File: src/rtl/gpr_write_demux.sv
// MIPS general-purpose register file built around a 1-to-32 write-address decoder.
// Two combinational read ports, optional same-cycle write bypass, and a registered write-strobe record.
module gpr_write_demux #(
  parameter int DATA_W = 32,
  parameter int ADDR_W = 5,
  parameter bit BYPASS = 1'b1
) (
  input  logic                     clk,
  input  logic                     rst_n,
  input  logic                     we,
  input  logic [ADDR_W-1:0]        waddr,
  input  logic [DATA_W-1:0]        wdata,
  input  logic [ADDR_W-1:0]        raddr1,
  output logic [DATA_W-1:0]        rdata1,
  input  logic [ADDR_W-1:0]        raddr2,
  output logic [DATA_W-1:0]        rdata2,
  output logic [(1<<ADDR_W)-1:0]   wsel,
  output logic [(1<<ADDR_W)-1:0]   last_wsel,
  output logic [15:0]              wr_count
);

  localparam int NREG = 1 << ADDR_W;

  logic [DATA_W-1:0] r_regs [NREG];
  logic [NREG-1:0]   r_last_wsel;
  logic [15:0]       r_wr_count;
  logic              w_commit;

  // Write decoder. Bit 0 is never set, so register 0 can never be written.
  // An unknown waddr with we=0 still yields an all-zero select.
  always_comb begin
    // NOTE: assign a default before the loop so every bit is driven on every path; otherwise a latch is inferred.
    wsel = '0;
    for (int i = 1; i < NREG; i++) begin
      wsel[i] = we && (waddr == ADDR_W'(i));
    end
  end

  assign w_commit = |wsel;

  // Register array: only the decoded entry loads; entry 0 stays at its reset value of zero.
  always_ff @(posedge clk or negedge rst_n) begin
    // NOTE: this array is reset because the architecture requires zeroed registers; a plain RAM would skip the reset.
    // State is updated with non-blocking assignments so all flops sample the same pre-edge values.
    if (!rst_n) begin
      for (int i = 0; i < NREG; i++) begin
        r_regs[i] <= '0;
      end
    end else begin
      for (int i = 1; i < NREG; i++) begin
        if (wsel[i]) begin
          r_regs[i] <= wdata;
        end
      end
    end
  end

  always_ff @(posedge clk or negedge rst_n) begin
    if (!rst_n) begin
      r_last_wsel <= '0;
      r_wr_count  <= '0;
    end else begin
      r_last_wsel <= wsel;
      if (w_commit) begin
        r_wr_count <= r_wr_count + 16'd1;
      end
    end
  end

  assign last_wsel = r_last_wsel;
  assign wr_count  = r_wr_count;

  // Read ports: zero is returned for address 0 and throughout reset. Bypass is applied otherwise.
  always_comb begin
    rdata1 = r_regs[raddr1];
    if (!rst_n || raddr1 == '0) begin
      rdata1 = '0;
    end else if (BYPASS && wsel[raddr1]) begin
      rdata1 = wdata;
    end
  end

  always_comb begin
    rdata2 = r_regs[raddr2];
    if (!rst_n || raddr2 == '0) begin
      rdata2 = '0;
    end else if (BYPASS && wsel[raddr2]) begin
      rdata2 = wdata;
    end
  end

  a_wsel_onehot0 : assert property (@(posedge clk) disable iff (!rst_n) $onehot0(wsel));

endmodule

File: config.mk
export PLATFORM = sky130hd
export DESIGN_NAME = gpr_write_demux
export DESIGN_NICKNAME = d
export VERILOG_FILES = /design/src/rtl/gpr_write_demux.sv
export SDC_FILE = /design/constraint.sdc
export NUM_CORES = 2
export LEC_CHECK = 0
export CAP_MARGIN = 20
export CORE_MARGIN = 3
export CORE_UTILIZATION = 45
export DETAILED_ROUTE_END_ITERATION = 10
export PLACE_DENSITY = 0.61
export SYNTH_ARGS = -nofsm -noshare
export SYNTH_HDL_FRONTEND = slang
export SYNTH_SLANG_ARGS = --single-unit
export TNS_END_PERCENT = 10
File: constraint.sdc
create_clock -name clk -period 8.4 [get_ports clk]
set_clock_uncertainty 0.05 [all_clocks]
set_input_delay 2.52 -clock clk [delete_from_list [all_inputs] [get_ports clk]]
set_output_delay 2.52 -clock clk [all_outputs]
set_load 0.005 [all_outputs]
# After elaboration in Yosys (flattened, before gate mapping)
# Index checks and enable logic that the tools add are counted.
[word_totals] ff_bits=1039 input_bits=50 out_inout_bits=144 word_cells=122
[op_classes] addsub=1 magnitude_cmp=4 n_eq_ne=31 n_mux=14 bitwise=2 reduce_logical=37
[op_table] operator="32-bit binary-select mux with 5-bit select" count=2
[op_table] operator="32-bit two-way mux" count=8
[op_table] operator="5-bit equality test (second input constant)" count=16
[op_table] operator="5-bit by 4-bit equality test with 1-bit output (second input constant)" count=8
[op_table] operator="1-bit logical AND" count=31
[op_table] operator="31-bit OR reduction" count=1
[op_table] operator="5-bit by 3-bit equality test with 1-bit output (second input constant)" count=4
[op_table] operator="16-bit by 1-bit adder with 16-bit output (second input constant)" count=1
[op_table] operator="6-bit >= comparator (second input constant)" count=2
[op_table] operator="5-bit by 6-bit < comparator with 1-bit output (second input constant)" count=2
[op_table] operator="5-bit NOT with 6-bit output" count=2
[op_table] operator="1-bit binary-select mux with 5-bit select" count=2
[op_table] operator="5-bit by 2-bit equality test with 1-bit output (second input constant)" count=2
[op_table] operator="5-bit zero test" count=2
[op_table] operator="5-bit by 1-bit equality test with 1-bit output (second input constant)" count=1
[op_table] operator="1-bit logical OR" count=2
[op_table] operator="1-bit two-way mux" count=2
[op_table] operator="1-bit zero test" count=1

# Logic depth before layout (Yosys ltp)
[depth] word_depth=6 depth_mapped=10 ltp_nobuf=6

# Worst setup path before layout
# Ideal clock, no wire load.
[synth_timing] path_kind="input to output" from="input port raddr2[0]" to="output port rdata2[0]" arrival_time_ns=4.267 required_ns=5.830 path_slack_ns=1.563 stages=7 path_buffers=2 cell_sequence="buf_4 > xnor2_1 > a31oi_1 > or4_4 > a31oi_4 > buf_6 > mux2i_1"
[synth_between] elab_chain_cells=6 elab_cells_between_ends=10 classes_between="mux: 7; bitwise: 1; reduce/logical: 2"
[synth_lines] item="from (decl)" line_no="15" source="input logic [ADDR_W-1:0] raddr2,"
[synth_lines] item="5-bit NOT with 6-bit output (not written as such)" line_no="84" source="rdata2 = r_regs[raddr2];"
[synth_lines] item="32-bit binary-select mux with 5-bit select" line_no="84"
[synth_lines] item="32-bit two-way mux (not written as such) (2 in a row)" line_no="84"
[synth_lines] item="32-bit two-way mux" line_no="87" source="end else if (BYPASS && wsel[raddr2]) begin"
[synth_lines] item="32-bit two-way mux *" line_no="85" source="if (!rst_n || raddr2 == '0) begin"
[synth_lines] item="to (decl)" line_no="16" source="output logic [DATA_W-1:0] rdata2,"
# Every way passes the cells marked *; elsewhere a longest branch is shown, timed or not. The select of a mux whose other input is x is not followed.

# Final worst setup path
[layout_timing] from="input port waddr[3]" to="output port rdata2[15]"
[layout_between] elab_chain_cells=6 elab_cells_between_ends=66 classes_between="eq/ne: 31; mux: 4; reduce/logical: 31"
[layout_lines] item="from (decl)" line_no="11" source="input logic [ADDR_W-1:0] waddr,"
[layout_lines] item="5-bit by 1-bit equality test with 1-bit output (tied with other cells)" line_no="35" source="wsel[i] = we && (waddr == ADDR_W'(i));"
[layout_lines] item="1-bit logical AND" line_no="35"
[layout_lines] item="1-bit binary-select mux with 5-bit select *" line_no="87"
[layout_lines] item="1-bit two-way mux (not written as such) *" line_no="87"
[layout_lines] item="32-bit two-way mux *" line_no="87"
[layout_lines] item="32-bit two-way mux *" line_no="85"
# Marks and branches as above.

==> results by group <==
Finish
  – P&R area growth vs syn: 14.5%
  – Filler Cell Count: a little over 10000
  – Commonest cells after routing, fill and taps aside: nand2_1 (1421), dfrtp_1 (1039), mux2_2 (673), mux4_2 (413), clkdlybuf4s50_1 (182)
  – Commonest non-fill, non-tap cell in the layout: nand2_1
  – Nets: 4856
  – Layout cells sized above 1: 0.316

Clock tree
  – CTS tree: yes
  – Clk sink count: 1039
  – Htree depth: 3
  – Cts repair resizes: 0
  – CTS Buffer Depth: 3
  – CTS Buf Count: 112
  – Reg clk slew, reported paths: around 0.06 ns
  – CTS Root Cell: clkbuf_16
  – Later-pin clock latency in the skew report: roughly 0.70 ns
  – Postcts setup bufs: 0
  – CTS Hold Buffers Added: 0

Power and ir drop
  – Power share of the sequential group: 0.459
  – Tot Pwr: 14.5 mW
  – Leakage: 28.5 nW
  – Sw Pwr: 4.12 mW
  – Power Internal: 10.3 mW
  – Sw Ratio: 0.285
  – Combinational power share: 0.206
  – Power density cells: 229 nW/um^2
  – Peak supply drop: around 0.17 mV
  – Clk pwr share: 0.336

Global route
  – Total Routing Usage GR: 0.319
  – Overflow after GRT: 0
  – GR Util met3: 0.0672
  – Initial antenna violation count: 1
  – Largest net degree at the start of global routing: 171
  – M2 GR Usage: 0.488
  – Vias in the first global route: 41400
  – Met1 GRT Util: 0.441
  – Global-route wire length before repair: 294000 um
  – Most Crowded Layer GR: met2

Setup path
  – Reg2reg setup slack: 6.73 ns
  – Crit-path slowest cell: clkdlybuf4s50_1
  – Worst r2r src: wr_count[0]
  – CP arrival: 5.69 ns
  – RR Endpoint: wr_count[12]
  – CP Max Fanout: 11
  – Cells on worst reg2reg path: 5
  – CP Launch Type: primary input
  – Crit-path most repeated cell: clkdlybuf4s50_1
  – CP Class: in -> out
  – Critical Path Sink Type: output port
  – Critical Path Max Stage Delay: 0.59 ns
  – Worst path cell trace: clkdlybuf4s50_1 > nand4b_4 > o21a_1 > or4_4 > a31oi_4 > buf_4 > mux2i_1 > clkdlybuf4s50_1
  – Worst Setup SP: waddr[3]
  – Critical path required time: 5.83 ns

Job
  – Number of max-cap violations: 0

Yosys
  – Synth area leaders: dfrtp_1 (47%), mux4_2 (17%), mux2_2 (14%), nand2_1 (9.8%), clkbuf_1 (1.9%)
  – Syn avg cell area: approximately 12 um^2
  – Post-synth top flop: dfrtp_1
  – Post-synth EDFFs: 0
  – Mapped Cells: 4734
  – Post-synth top area share: 0.471
  – Asr flop ratio synth: 1.00
  – Ys Warns: 32
  – Area leader, netlist: dfrtp_1
  – Synthesized flop and latch total: 1039
  – Post-Syn Area: 55200 um^2
  – Cell variety after synth: 66
  – Post-synthesis sequential area ratio: 0.471

STA
  – Tmin final: 8.26 ns
  – Slew Limit Headroom: 0.283
  – RSZ-0062 raised after global routing: false
  – Worst-margin pin slew: 1.08 ns
  – Final period util: 0.983
  – Setup violators final: 0
  – Fin. max-slew vios: 0
  – Hold violation count in the final report: 0
  – Total negative slack: 0 ns
  – Max frequency: 0.121 GHz

Floorplanning
  – Die area: 127000 um^2
  – Starting Density: 0.457
  – CORE AREA: around 120000 um^2
  – Row count: 127
  – Die X: 356 um
  – Chip height: 356 um
  – Top-Level Pins: approximately 190

Place
  – GP Congestion: 0.855
  – PortBufs: 191
  – DP HPWL: 113000 um

Hold path
  – Critical hold path startpoint: wr_count[15]
  – Worst Hold End: wr_count[15]
  – Cells on Worst Hold Path: 1
  – Worst Hold Class: reg -> reg

Routing
  – WL per Instance: 31.3 um
  – Detailed Routing Iterations Pass 1: 6
  – DR vias: 41900
  – # DRC: 0
  – Vias per Instance: between 6 and 7
  – Total Wirelength: 204000 um
  – Iter 0 DRT Violations: approximately 5200
  – Antenna Nets Post-Route: 0

Status
  – Status: completed
## worst max-delay path by stage
stage / endpoint / slack [ns] / depth (start not counted)
3_3_place_gp: rdata2[30] / 0.11 / 9
3_5_place_dp: rdata2[30] / 0.11 / 9
6_report: rdata2[15] / 0.14 / 8
2_1_floorplan: rdata2[0] / 1.56 / 7
4_1_cts: rdata2[15] / 0.09 / 9
5_1_grt: rdata2[15] / 0.04 / 9
## state kept, by name, summed over array words and instances, names as in the netlist
signal / cells
wr_count: 16
r_regs: 992
last_wsel: 31
## power by group through the flow
stage	clock, mW	combinational (mW)	sequential, mW
global route	5.12	3.20	6.74
detailed placement	0	2.96	6.67
finish	4.86	2.98	6.64
floorplan	0	2.12	6.47
global placement	0	2.90	6.62
CTS	4.91	2.97	6.60
## synthesized netlist by cell type (all sizes together), types with 16 or more instances
library cell / n
nand2: 1435
dfrtp: 1039
mux2: 673
mux4: 413
clkbuf: 277
buf: 175
o22ai: 124
o21ai: 94
mux2i: 75
a221o: 57
nor2: 54
nand3: 41
a21oi: 32
or4: 31
o2bb2ai: 30
o221ai: 28
inv: 18
nor2b: 18
nand4: 16
## through the flow
step / setup WS, ns / utilization / instance area [um^2] / hold WS (ns) / cells
CTS: 0.0884 / 0.522 / 63200 / 0.425 / 6504
finish: 0.142 / 0.523 / 63200 / 0.432 / 6506
global route: 0.0427 / 0.523 / 63200 / 0.437 / 6505
floorplan: 1.56 / - / 55200 / 0.407 / 4735
global placement: 0.109 / 0.493 / 59600 / 0.416 / 6302
detailed placement: 0.111 / 0.493 / 59600 / 0.418 / 6302
## layout make-up
cell class / instances / area [um^2] / share of cell area
Multi-Input combinational cell: 3225 / 27400 / 0.434
Sequential cell: 1039 / 26000 / 0.411
Timing Repair Buffer: 408 / 4150 / 0.0656
Clock buffer: 170 / 3250 / 0.0514
Tap cell: 1612 / 2020 / 0.0319
Clock inverter: 32 / 295 / 0.00467
Inverter: 19 / 71.3 / 0.00113
Antenna cell: 1 / 2.50 / 0.0000396
## critical path, delay by kind of cell
kind,cells,cell delay (ns)
buffers and inverters,3,1.44
and+or+nand+nor,2,0.86
AOI/OAI and AO/OA,2,0.59
muxes,1,0.25
## per-layer routing
| layer | wire length [um] | vias up | share of wire |
|---|---|---|---|
| met5 | 19 | - | 0.000093 |
| met4 | 10300 | 2 | 0.050 |
| met3 | 20300 | 545 | 0.099 |
| met2 | 92500 | 2401 | 0.45 |
| met1 | 80700 | 21900 | 0.40 |
| li1 | - | 17100 | - |
## cell families after synthesis
| logic type | count (synthesis) | synth area share |
|---|---|---|
| other | 1 | 0.0000679 |
| muxes | 1161 | 0.319 |
| buffers and inverters | 471 | 0.0366 |
| and+or+nand+nor | 1637 | 0.118 |
| DFF | 1039 | 0.471 |
| xor gates and xnor gates | 21 | 0.00333 |
| adders and majority gates | 1 | 0.000227 |
| AOI/OAI and AO/OA | 403 | 0.0511 |
No activity file was read; power rests on OpenSTA's default activity.
